==> src/rtl/msg_stream_player.sv <==
// msg_stream_player: DEPTH x WIDTH message buffer played out as a
// valid/ready stream with a last marker, optional looping, abort and
// pass/beat counters.
//
// Optional build macro:
//   MSG_STREAM_PLAYER_ASSERT_EN - compiles in concurrent protocol assertions.
//
// Buffer writes may happen in any state. An entry is copied into out_data
// when it is loaded, so rewriting the presented entry only takes effect the
// next time that index is loaded. A load and a write to the same address in
// one cycle return the old data.

module msg_stream_player #(
  parameter  int WIDTH = 8,
  parameter  int DEPTH = 16,
  localparam int AW    = $clog2(DEPTH),
  localparam int LW    = $clog2(DEPTH + 1)
) (
  input  logic             clk,
  input  logic             rst,
  // buffer write port
  input  logic             wr_en,
  input  logic [AW-1:0]    wr_addr,
  input  logic [WIDTH-1:0] wr_data,
  // playback control
  input  logic             start,
  input  logic [LW-1:0]    len,
  input  logic             loop,
  input  logic             stop,
  // output stream
  output logic             out_valid,
  input  logic             out_ready,
  output logic [WIDTH-1:0] out_data,
  output logic             out_last,
  // status
  output logic             busy,
  output logic [31:0]      passes,
  output logic [31:0]      beats
);

  typedef enum logic [0:0] {
    IDLE = 1'b0,
    PLAY = 1'b1
  } state_t;

  localparam logic [LW-1:0] LEN_MAX  = LW'(DEPTH);
  localparam logic [LW-1:0] LEN_ONE  = LW'(1);
  localparam logic [AW-1:0] IDX_ZERO = '0;
  localparam logic [AW-1:0] IDX_ONE  = AW'(1);
  localparam logic [AW:0]   ADDR_LIM = (AW + 1)'(DEPTH);

  // Message storage
  logic [WIDTH-1:0] mem [DEPTH];

  // Registered state and its next-state values
  state_t           state_q, state_d;
  logic [AW-1:0]    idx_q,   idx_d;
  logic [LW-1:0]    len_q,   len_d;
  logic             loop_q,  loop_d;
  logic [WIDTH-1:0] data_q,  data_d;
  logic             last_q,  last_d;
  logic [31:0]      passes_q, passes_d;
  logic [31:0]      beats_q,  beats_d;

  // Derived control terms
  logic             hs;
  logic             at_last;
  logic             wr_ok;
  logic [AW-1:0]    idx_inc;
  logic [LW-1:0]    len_clip;

  assign hs       = (state_q == PLAY) && out_ready;
  assign at_last  = (LW'(idx_q) == (len_q - LEN_ONE));
  assign idx_inc  = idx_q + IDX_ONE;
  assign len_clip = (len > LEN_MAX) ? LEN_MAX : len;
  assign wr_ok    = wr_en && ({1'b0, wr_addr} < ADDR_LIM);

  // Buffer write port; writes are suppressed while rst is high.
  // NOTE: the message array has no reset on purpose; contents survive rst and
  // a reset term here would prevent mapping onto RAM.
  always_ff @(posedge clk) begin
    if (!rst && wr_ok) begin
      mem[wr_addr] <= wr_data;
    end
  end

  // Next-state, next-entry and counter computation.
  // NOTE: every variable gets its hold value first so no path leaves one
  // unassigned; that is what keeps this block free of inferred latches.
  always_comb begin
    state_d  = state_q;
    idx_d    = idx_q;
    len_d    = len_q;
    loop_d   = loop_q;
    data_d   = data_q;
    last_d   = last_q;
    passes_d = passes_q;
    beats_d  = beats_q;

    // Counters advance on every handshake, even one that coincides with stop.
    if (hs) begin
      beats_d = beats_q + 32'd1;
      if (at_last) begin
        passes_d = passes_q + 32'd1;
      end
    end

    unique case (state_q)
      IDLE: begin
        if (start && !stop && (len != '0)) begin
          state_d = PLAY;
          len_d   = len_clip;
          loop_d  = loop;
          idx_d   = IDX_ZERO;
          data_d  = mem[IDX_ZERO];
          last_d  = (len_clip == LEN_ONE);
        end
      end
      PLAY: begin
        if (stop) begin
          // Abort wins over any next-entry load; out_data keeps its value.
          state_d = IDLE;
          idx_d   = IDX_ZERO;
          last_d  = 1'b0;
        end else if (hs) begin
          if (!at_last) begin
            idx_d  = idx_inc;
            data_d = mem[idx_inc];
            last_d = ((LW'(idx_q) + LEN_ONE) == (len_q - LEN_ONE));
          end else if (loop_q) begin
            idx_d  = IDX_ZERO;
            data_d = mem[IDX_ZERO];
            last_d = (len_q == LEN_ONE);
          end else begin
            state_d = IDLE;
            idx_d   = IDX_ZERO;
            last_d  = 1'b0;
          end
        end
      end
      default: begin
        state_d = IDLE;
      end
    endcase
  end

  // State register with synchronous reset.
  // NOTE: sequential state uses non-blocking assignments so every register
  // samples the pre-edge values regardless of block evaluation order.
  always_ff @(posedge clk) begin
    if (rst) begin
      state_q  <= IDLE;
      idx_q    <= '0;
      len_q    <= '0;
      loop_q   <= 1'b0;
      data_q   <= '0;
      last_q   <= 1'b0;
      passes_q <= '0;
      beats_q  <= '0;
    end else begin
      state_q  <= state_d;
      idx_q    <= idx_d;
      len_q    <= len_d;
      loop_q   <= loop_d;
      data_q   <= data_d;
      last_q   <= last_d;
      passes_q <= passes_d;
      beats_q  <= beats_d;
    end
  end

  assign out_valid = (state_q == PLAY);
  assign busy      = (state_q == PLAY);
  assign out_data  = data_q;
  assign out_last  = last_q;
  assign passes    = passes_q;
  assign beats     = beats_q;

`ifdef MSG_STREAM_PLAYER_ASSERT_EN
  // A stalled beat must stay put and stay valid unless aborted.
  a_stall_stable: assert property (@(posedge clk) disable iff (rst)
    (out_valid && !out_ready && !stop) |=>
      ($stable(out_data) && $stable(out_last) && out_valid));

  // The last marker only accompanies a valid beat.
  a_last_valid: assert property (@(posedge clk) disable iff (rst)
    out_last |-> out_valid);

  // busy and out_valid are the same condition.
  a_busy_valid: assert property (@(posedge clk) disable iff (rst)
    busy == out_valid);

  // The presented index never reaches the latched pass length.
  a_idx_range: assert property (@(posedge clk) disable iff (rst)
    busy |-> (LW'(idx_q) < len_q));
`endif

endmodule
==> config.mk <==
export PLATFORM = sky130hd
export DESIGN_NAME = msg_stream_player
export DESIGN_NICKNAME = d
export VERILOG_FILES = /design/src/rtl/msg_stream_player.sv
export SDC_FILE = /design/constraint.sdc
export NUM_CORES = 1
export LEC_CHECK = 0
export BUFFER_PORTS_ARGS = -buffer_cell sky130_fd_sc_hd__buf_2
export CAP_MARGIN = 5
export CELL_PAD_IN_SITES_DETAIL_PLACEMENT = 1
export CELL_PAD_IN_SITES_GLOBAL_PLACEMENT = 1
export CORE_ASPECT_RATIO = 1.5
export CORE_MARGIN = 3
export CORE_UTILIZATION = 48
export DETAILED_ROUTE_END_ITERATION = 10
export PLACE_DENSITY = 0.88
export SLEW_MARGIN = 10
export SYNTH_ARGS = -nofsm -noshare
export SYNTH_HDL_FRONTEND = slang
export SYNTH_SLANG_ARGS = --single-unit
==> constraint.sdc <==
create_clock -name clk -period 2.75 [get_ports clk]
set_input_delay 0.275 -clock clk [delete_from_list [all_inputs] [get_ports clk]]
set_output_delay 0.275 -clock clk [all_outputs]
set_load 0.02 [all_outputs]
==> flow_metrics.py <==
metrics = {
    "power": {
        "peakVddDrop_v": 0.000551,
        "total_power_mw": 6.79,
        "leakagePower_nw": 3.71,
        "powerDensity_nw_per_um2": 641,
    },
    "critical_path": {
        "r2r_start": "len_q[0]$_SDFFE_PP0P_",
        "end_kind": "register",
        "crit_fanout": 37,
        "regToRegSetupSlack_ns": 0.20,
        "cp.required_ns": 3.13,
        "cp-start-kind": "register",
        "worstSetupPathType": "register to register",
        "arrival_ns": 2.93,
        "reg2reg_depth": 9,
        "reg2reg_to": "out_data[4]$_SDFFE_PP0P_",
    },
    "logic_synthesis": {
        "netlist_area_um2": 9020,
        "ys_seq_area_frac": 0.613,
        "yosysWarningCount": 0,
        "synth_nets": 708,
        "synth_flop_cell": "edfxtp_1",
        "synth.distinct_cells": 49,
        "syn_inst": 679,
        "ys_seq_elements": 212,
        "synth_edf_count": 128,
        "synthArstFlopShare": 0,
        "syn_area_per_cell_um2": 13.3,
    },
    "cts": {
        "numCtsBuffers": 20,
        "postCtsSetupBuffers": 0,
        "path_clk_slew_ns": 0.07,
        "ctsRootBufferMaster": "clkbuf_16",
        "clk_path_buf_depth": 3,
        "clkSinkCount": 212,
        "cts_resized": 0,
        "clk_latency_ns": 0.49,
        "postCtsHoldBufs": 0,
        "cts_tree": "done",
        "cts_max_level": 1,
    },
    "cells_and_area": {
        "area_growth_syn_to_layout_pct": 17.5,
        "diodes": 0,
        "finalNetCount": 818,
        "drive_gt1_frac": 0.268,
    },
    "place": {
        "io_buffers": 98,
        "hpwl_um": 15900,
        "gp_congestion": 0.819,
    },
    "sta": {
        "setup_viol": 0,
        "rsz0062_at_grt": "false",
        "fmax_mhz": 392,
        "holdWs_ns": 0.0206,
        "finalCriticalPeriod_ns": 2.55,
        "fin_crit_sh": 0.928,
        "tightest_slew_ns": 0.776,
        "finClkSkew_ns": 0.0110,
        "tns_ns": 0,
        "hold_viol_final": 0,
        "report.final.slew_viol_count": 0,
        "max_slew_margin": 0.481,
    },
    "floorplan": {
        "io_pins": 99,
        "die-area_um2": 20500,
        "coreArea_um2": 18200,
        "fp-row-count": 60,
        "die_x_um": 118,
        "die_h_um": 174,
        "start_util": 0.496,
    },
    "global_route": {
        "grt_usage": 0.222,
        "antenna_found_initial": 0,
        "grt_remaining_overflow": 0,
        "grt_pass1_vias": 6504,
        "grt_first_pass_wirelength_um": 36300,
        "grt_max_degree": 75,
    },
    "worst_hold_path": {
        "hold_path.startpoint": "loop",
        "worstHoldPathType": "primary input to register",
        "hold_end": "loop_q$_SDFFE_PP0P_",
        "holdPathStages": 3,
    },
    "routing": {
        "ant_nets": 0,
        "wire_per_inst_um": 21.5,
        "viasPerCell": 5.63,
        "dr.pass1.iters": 5,
        "drc": 0,
        "vias": 5920,
        "drt_iter0_drc": 483,
        "wirelength_um": 22600,
    },
    "outcome": {
        "run_status": "complete, no violations",
    },
    "run": {
        "max_cap_viol_count": 0,
    },
}
-- how the worst max path moves through the flow --
stage	startpoint	endpoint	slack, ns	cells after the start
after floorplan	idx_q[1]$_SDFFE_PP0P_	out_data[0]$_SDFFE_PP0P_	0.62	7
after global placement	len_q[0]$_SDFFE_PP0P_	out_data[5]$_SDFFE_PP0P_	0.51	9
after detailed placement	len_q[0]$_SDFFE_PP0P_	out_data[1]$_SDFFE_PP0P_	0.29	9
after CTS	len_q[0]$_SDFFE_PP0P_	out_data[4]$_SDFFE_PP0P_	0.18	9
after global routing	len_q[0]$_SDFFE_PP0P_	out_data[4]$_SDFFE_PP0P_	0.005	9
final	len_q[0]$_SDFFE_PP0P_	out_data[4]$_SDFFE_PP0P_	0.20	9
-- critical path, cell delays in order, from the launching register on --
cell      delay [ns]
dfxtp_1         0.42
inv_1           0.07
ha_1            0.24
nor3b_1         0.16
xnor2_1         0.29
nand4_1         0.23
buf_12          0.25
nand4b_1        0.37
a21oi_1         0.11
a221o_1         0.29
-- registers in the layout, summed over array words and instances (netlist names) --
name / cells
out_data: 8
busy: 1
out_last: 1
beats: 32
mem: 128
idx_q: 4
loop_q: 1
len_q: 5
passes: 32
-- Yosys cell counts (9+ instances only) --
cell / instances / area, um2
edfxtp_1: 128 / 3840
and3_1: 10 / 62.6
xnor2_1: 48 / 420
dfxtp_1: 84 / 1680
nor3_1: 18 / 90.1
nand4_1: 9 / 56.3
nand2_1: 32 / 120
inv_1: 13 / 48.8
xor2_1: 25 / 219
nor2_1: 93 / 349
nand3_1: 25 / 125
buf_2: 10 / 50.1
mux4_2: 32 / 721
clkbuf_1: 15 / 56.3
a22oi_1: 18 / 135
nor4_2: 15 / 188
a21oi_1: 20 / 100
-- cell families after synthesis --
| group | count (synthesis) | synth area share |
|---|---|---|
| flip-flops | 212 | 0.613 |
| buffers and inverters | 46 | 0.0247 |
| adder cells (fa/ha/maj) | 5 | 0.00694 |
| AND/OR/NAND/NOR | 248 | 0.154 |
| AO/OA/AOI/OAI | 59 | 0.0452 |
| XOR/XNOR | 74 | 0.0727 |
| multiplexers | 35 | 0.0833 |
-- metal layers --
| metal | part of all wire | track usage | up-vias |
|---|---|---|---|
| li1 | - | - | 2723 |
| met3 | 0.047 | 0.0333 | 40 |
| met4 | 0.021 | 0.0587 | 0 |
| met2 | 0.56 | 0.429 | 197 |
| met5 | 0 | 0 | - |
| met1 | 0.38 | 0.252 | 2960 |
-- report_power, final --
group          internal [mW]  switching (mW)
combinational         0.0834           0.154
sequential              3.40          0.0206
clock                   1.96            1.17
total                   5.44            1.35
-- metrics by stage --
stage / instance area, um2 / setup WS [ns] / utilization / std cells
after floorplan: 9020 / 0.621 / - / 679
after global placement: 9840 / 0.514 / 0.542 / 1015
after detailed placement: 9840 / 0.292 / 0.542 / 1015
after CTS: 10600 / 0.179 / 0.583 / 1051
after global routing: 10600 / 0.00477 / 0.583 / 1051
final: 10600 / 0.198 / 0.583 / 1051
-- cells in the final DEF (no fill, tap or decap), drive strengths merged, types with 18 or more instances in the layout --
master	Yosys	layout
nor2	93	93
nand3	25	25
a21oi	20	20
xnor2	49	49
buf	18	121
mux4	32	32
xor2	25	25
dfxtp	84	84
clkbuf	15	23
a22oi	18	18
nor3	18	18
nor4	23	23
nand2	34	34
edfxtp	128	128
-- area by class of cell --
type | count | area (um2)
clock inverters | 13 | 223
fillers | 1828 | 7570
flip-flops and latches | 212 | 5530
clock buffers | 23 | 533
well taps | 248 | 310
inverters | 13 | 48.8
multi-input cells | 421 | 3270
repair buffers | 121 | 688
Note: power is estimated with default switching activity, not from simulation.
